### src/rtl/tt_um_serial_feeder.sv
// ---------------------------------------------------------------------------
// tt_um_serial_feeder
//   Serialises a captured byte onto sd with a programmable bit period, for
//   feeding a downstream 3-bit-group sequence detector.
//
// Ports
//   clk     : clock, all state on rising edge
//   rst_n   : asynchronous active-low reset
//   ena     : power-good, unused
//   ui_in   : [0] start (rising edge requests a frame), [1] lsb_first,
//             [2] repeat, [3] abort, [7:4] prescale P (bit = P+1 cycles)
//   uio_in  : data byte captured at frame start
//   uo_out  : [0] sd, [1] valid, [2] busy, [3] done, [6:4] bit_cnt, [7] grp
//   uio_out : tied 0
//   uio_oe  : tied 0 (uio is input only)
// ---------------------------------------------------------------------------
module tt_um_serial_feeder (
  input  logic       clk,
  input  logic       rst_n,
  input  logic       ena,
  input  logic [7:0] ui_in,
  input  logic [7:0] uio_in,
  output logic [7:0] uo_out,
  output logic [7:0] uio_out,
  output logic [7:0] uio_oe
);

  typedef enum logic [1:0] {
    IDLE  = 2'd0,
    SHIFT = 2'd1,
    DONE  = 2'd2
  } state_t;

  state_t     state;
  logic       start_q;
  logic [7:0] shreg;
  logic [7:0] data_r;
  logic       dir_r;
  logic [3:0] p_r;
  logic [3:0] div;
  logic [2:0] bit_cnt;

  logic start;
  logic start_edge;
  logic rpt;
  logic abort;

  logic unused_ena;
  assign unused_ena = ena;

  assign start      = ui_in[0];
  assign rpt        = ui_in[2];
  assign abort      = ui_in[3];
  assign start_edge = start & ~start_q;

  always_ff @(posedge clk or negedge rst_n) begin
    if (!rst_n) begin
      state   <= IDLE;
      start_q <= 1'b0;
      shreg   <= '0;
      data_r  <= '0;
      dir_r   <= 1'b0;
      p_r     <= '0;
      div     <= '0;
      bit_cnt <= '0;
    end else begin
      start_q <= start;
      case (state)
        IDLE: begin
          if (start_edge) begin
            data_r  <= uio_in;
            shreg   <= uio_in;
            dir_r   <= ui_in[1];
            p_r     <= ui_in[7:4];
            // div takes the prescale being captured on this same edge
            div     <= ui_in[7:4];
            bit_cnt <= '0;
            state   <= SHIFT;
          end
        end
        SHIFT: begin
          if (abort) begin
            state <= IDLE;
          end else if (div == 4'd0) begin
            div <= p_r;
            if (bit_cnt == 3'd7) begin
              if (rpt) begin
                shreg   <= data_r;
                bit_cnt <= '0;
              end else begin
                state <= DONE;
              end
            end else begin
              shreg   <= dir_r ? {1'b0, shreg[7:1]} : {shreg[6:0], 1'b0};
              bit_cnt <= bit_cnt + 3'd1;
            end
          end else begin
            div <= div - 4'd1;
          end
        end
        DONE: begin
          state <= IDLE;
        end
        default: begin
          state <= IDLE;
        end
      endcase
    end
  end

  // Output decode from registers only; sd/bit_cnt/grp are gated by valid.
  logic       valid;
  logic       done;
  logic       sd;
  logic [2:0] cnt_o;
  logic       grp;

  always_comb begin
    valid = (state == SHIFT);
    done  = (state == DONE);
    sd    = 1'b0;
    cnt_o = '0;
    grp   = 1'b0;
    if (valid) begin
      sd    = dir_r ? shreg[0] : shreg[7];
      cnt_o = bit_cnt;
      grp   = (bit_cnt == 3'd0) || (bit_cnt == 3'd3) || (bit_cnt == 3'd6);
    end
  end

  assign uo_out  = {grp, cnt_o, done, valid, valid, sd};
  assign uio_out = '0;
  assign uio_oe  = '0;

endmodule
### config.mk
export PLATFORM = sky130hd
export DESIGN_NAME = tt_um_serial_feeder
export DESIGN_NICKNAME = d
export VERILOG_FILES = /design/src/rtl/tt_um_serial_feeder.sv
export SDC_FILE = /design/constraint.sdc
export NUM_CORES = 1
export LEC_CHECK = 0
export CAP_MARGIN = 40
export CORE_UTILIZATION = 50
export CTS_CLUSTER_SIZE = 16
export DETAILED_ROUTE_END_ITERATION = 10
export PLACE_DENSITY = 0.91
export SYNTH_ARGS = -nofsm -noshare
export SYNTH_HDL_FRONTEND = slang
export SYNTH_SLANG_ARGS = --single-unit
### constraint.sdc
create_clock -name clk -period 2.5 [get_ports clk]
set_input_delay 0.5 -clock clk [delete_from_list [all_inputs] [get_ports clk]]
set_output_delay 0.5 -clock clk [all_outputs]
set_load 0.02 [all_outputs]
==> impl_metrics.py <==
metrics = {
    "cells_and_area": {
        "fillerInstances": 293,
        "flow.area_growth_from_synthesis_pct": 16.5,
        "finish.net_count": 225,
        "layout_common_cells": "dfrtp_1, clkdlybuf4s50_1, mux2_2",
        "n_antenna_cell": 0,
        "most_common_cell_after_layout_fill_and_taps_aside": "dfrtp_1",
        "drive_gt1_share_pct": 23.4,
    },
    "critical_path": {
        "critical_path.startpoint_type": "flip-flop",
        "timing_worst_setup_path_type": "flip-flop to primary output",
        "regToRegStartpoint": "div[0]",
        "critPathCaptureType": "primary output",
        "cp_data_arrival_time_ns": 1.85,
        "required_ns": 2.00,
        "critical_path.reg2reg.endpoint": "shreg[6]",
        "rrSetupSlack_ns": 0.60,
        "critical_path_peak_fanout": 7,
        "ff2ff_path_depth": 6,
    },
    "detailed_routing": {
        "number_of_vias_in_the_routed_layout": 1309,
        "detail_route.iter0.violations": 65,
        "drtAntennaViolNets": 0,
        "detail_route.first_pass.iterations": 4,
        "routed_wirelength_mm": 3.53,
        "drc_errors": 0,
        "detail_route.vias_per_cell": 5.26,
        "avgRoutedWirePerCell_um": 14.2,
    },
    "die": {
        "coreArea_mm2": 0.00366,
        "io_pins": 43,
        "row_count": 22,
        "die-area_mm2": 0.00406,
        "die_width_um": 63.8,
        "start_util_pct": 52.1,
        "die_height_um": 63.8,
    },
    "clock_network": {
        "clock_tree.buffer_depth": 2,
        "cts_num_sinks": 31,
        "htree_levels": 2,
        "cts_hold_repair.buffers": 0,
        "cts_inserted_buffers": 5,
        "clock_latency_late_sink_ns": 0.28,
        "clock_tree_root": "clkbuf_8",
        "worst_setup_hold_path_clk_slew_ns": 0.06,
        "tritoncts": "yes",
    },
    "sta": {
        "final_min_period_over_clock_period_pct": 93.9,
        "max_freq_mhz": 426,
        "unrepaired_setup_endpoints_after_global_routing": "false",
        "hold_viol": 0,
        "finalSetupTns_ns": 0,
        "worst_clock_skew_ns": 0.00612,
        "final_max_slew_viol_count": 0,
        "min_period_ns": 2.35,
        "finalSetupViolations": 0,
    },
    "synth": {
        "synth_top_family_by_area": "multiplexers",
        "synth_area_per_cell_um2": 10.8,
        "yosys.area_share.adder_pct": 3.94,
        "synth_xor_area_share_pct": 0,
        "post_synth_num_cell_types": 36,
        "seq_area_frac_synth_pct": 40.7,
        "synthesized_instance_count": 176,
        "yosysWarnings": 0,
        "synth_simple_gate_area_share_pct": 11.5,
        "post_synth_mux_area_share_pct": 21.7,
        "synthesized_area_mm2": 0.00191,
        "synth-seq-cells": 31,
        "synth-compound-area-share_pct": 9.91,
    },
    "pwr": {
        "relative_contribution_of_combinational_cells_to_total_power_pct": 35.1,
        "total_power_uw": 1890,
        "switching_power_of_the_nets_uw": 618,
        "power_report.internal_total_uw": 1270,
        "leakage_uw": 0.000990,
        "max-vdd-ir-drop_mv": 0.444,
        "seqPwrFrac_pct": 42.0,
        "power.share.switching_pct": 32.8,
        "power_density_mw_per_mm2": 849,
        "share_clk_of_total_power_pct": 22.8,
    },
    "place": {
        "hpwl_mm": 2.49,
        "numPortBuffers": 25,
        "gp_routability_congestion": 0.834,
    },
    "global_routing": {
        "grt_first_pass_wirelength_mm": 5.99,
        "globalRouteOverflowTotal": 0,
        "largest_net_degree_at_the_start_of_global_routing": 32,
        "gr-usage-all-layers_pct": 20.0,
        "number_of_antenna_violations_at_the_first_check_in_global_routing": 0,
        "grt_pass1_vias": 1262,
    },
    "hold_path": {
        "hold_end": "data_r[7]",
        "hp-class": "flip-flop to flip-flop",
        "hold-path-cell-count": 1,
        "holdCritStartpoint": "data_r[7]",
    },
    "flow_run": {
        "max_capacitance_violation_total": 0,
    },
    "status": {
        "run_status": "complete, no violations",
    },
}
repair_timing:
item                                    4_1_cts  5_1_grt
resized for setup                             0        1
setup buffers                                 0        0
endpoints found under the setup margin        0        1
state kept, by name (all words and copies together) (netlist names):
signal	count
bit_cnt	3
data_r	8
dir_r	1
div	4
p_r	4
shreg	8
start_q	1
state	2
Yosys cell counts:
cell	number	area, um2
buf_6	1	11.3
mux2i_1	8	80.1
a21oi_1	2	10.0
or3b_2	1	8.76
nor2_1	11	41.3
a21oi_2	1	8.76
a22oi_1	3	22.5
nor3b_1	2	15.0
a31oi_1	1	6.26
buf_2	4	20.0
inv_2	1	3.75
nor2_8	1	20.0
nor4_1	1	6.26
clkbuf_1	3	11.3
nor4b_4	1	23.8
nor3_1	3	15.0
o31a_1	1	8.76
o21bai_2	1	11.3
nor4b_1	1	8.76
ha_1	6	75.1
o21ai_0	13	65.1
o31ai_1	2	15.0
nor2b_1	3	18.8
o211ai_1	1	7.51
mux2_4	8	120
nand2_1	11	41.3
inv_1	5	18.8
conb_1	1	3.75
buf_4	22	165
o41ai_1	2	17.5
nand2b_1	2	12.5
mux2_2	19	214
dfrtp_1	31	776
nand3b_1	1	7.51
a221oi_1	1	8.76
a211oi_1	1	7.51
power by group through the flow:
stage	Sequential, uW	Combinational, uW	Clock [uW]
final	793	663	430
after global routing	817	739	453
after CTS	792	672	438
after detailed placement	799	667	0
after global placement	786	639	0
after floorplan	752	554	0
worst max-delay path: stages (launching register included):
cell and delay, ns:
dfrtp_1 0.43, nand2b_1 0.29, nor2_1 0.20, clkdlybuf4s50_1 0.64
worst max-delay path by stage:
stage / start / endpoint / cells past startpoint
6_report: state[1] / uo_out[0] / 3
5_1_grt: state[1] / uo_out[0] / 3
4_1_cts: bit_cnt[0] / uo_out[7] / 5
3_5_place_dp: ui_in[0] / shreg[0] / 5
3_3_place_gp: bit_cnt[0] / uo_out[7] / 5
2_1_floorplan: bit_cnt[0] / bit_cnt[0] / 7
cell type report:
type,instances,area [um2],share of cell area (%)
clock buffers,8,100,4.51
inverters,6,22.5,1.01
multi-input cells,124,957,43.1
flip-flops and latches,31,776,34.9
well taps,48,60.1,2.70
repair buffers,32,305,13.7
stage by stage:
step	setup slack [ns]	hold slack (ns)	utilization, %	cell area, um2	instances
finish	0.154	0.509	60.7	2220	249
global route	0.0758	0.524	60.7	2220	249
CTS	0.0840	0.511	60.6	2220	249
detailed placement	0.370	0.496	57.9	2120	241
global placement	0.403	0.489	57.9	2120	241
floorplan	0.702	0.204	-	1960	191
per-layer routing:
layer | up-vias | track usage [%] | wire, um
li1 | 625 | - | -
met2 | 43 | 31.4 | 1750
met4 | 0 | 12.2 | 95
met5 | - | 0 | 0
met1 | 628 | 25.0 | 1520
met3 | 13 | 4.46 | 168
logic make-up (layout without fill, tap and decap cells):
logic type | count (synthesis) | count (layout)
multiplexers | 35 | 35
flip-flops | 31 | 31
buffers and inverters | 36 | 46
other | 1 | 16
AND/OR/NAND/NOR | 38 | 38
adder cells (fa/ha/maj) | 6 | 6
AO/OA/AOI/OAI | 29 | 29
No activity file was read; power rests on OpenSTA's default activity.
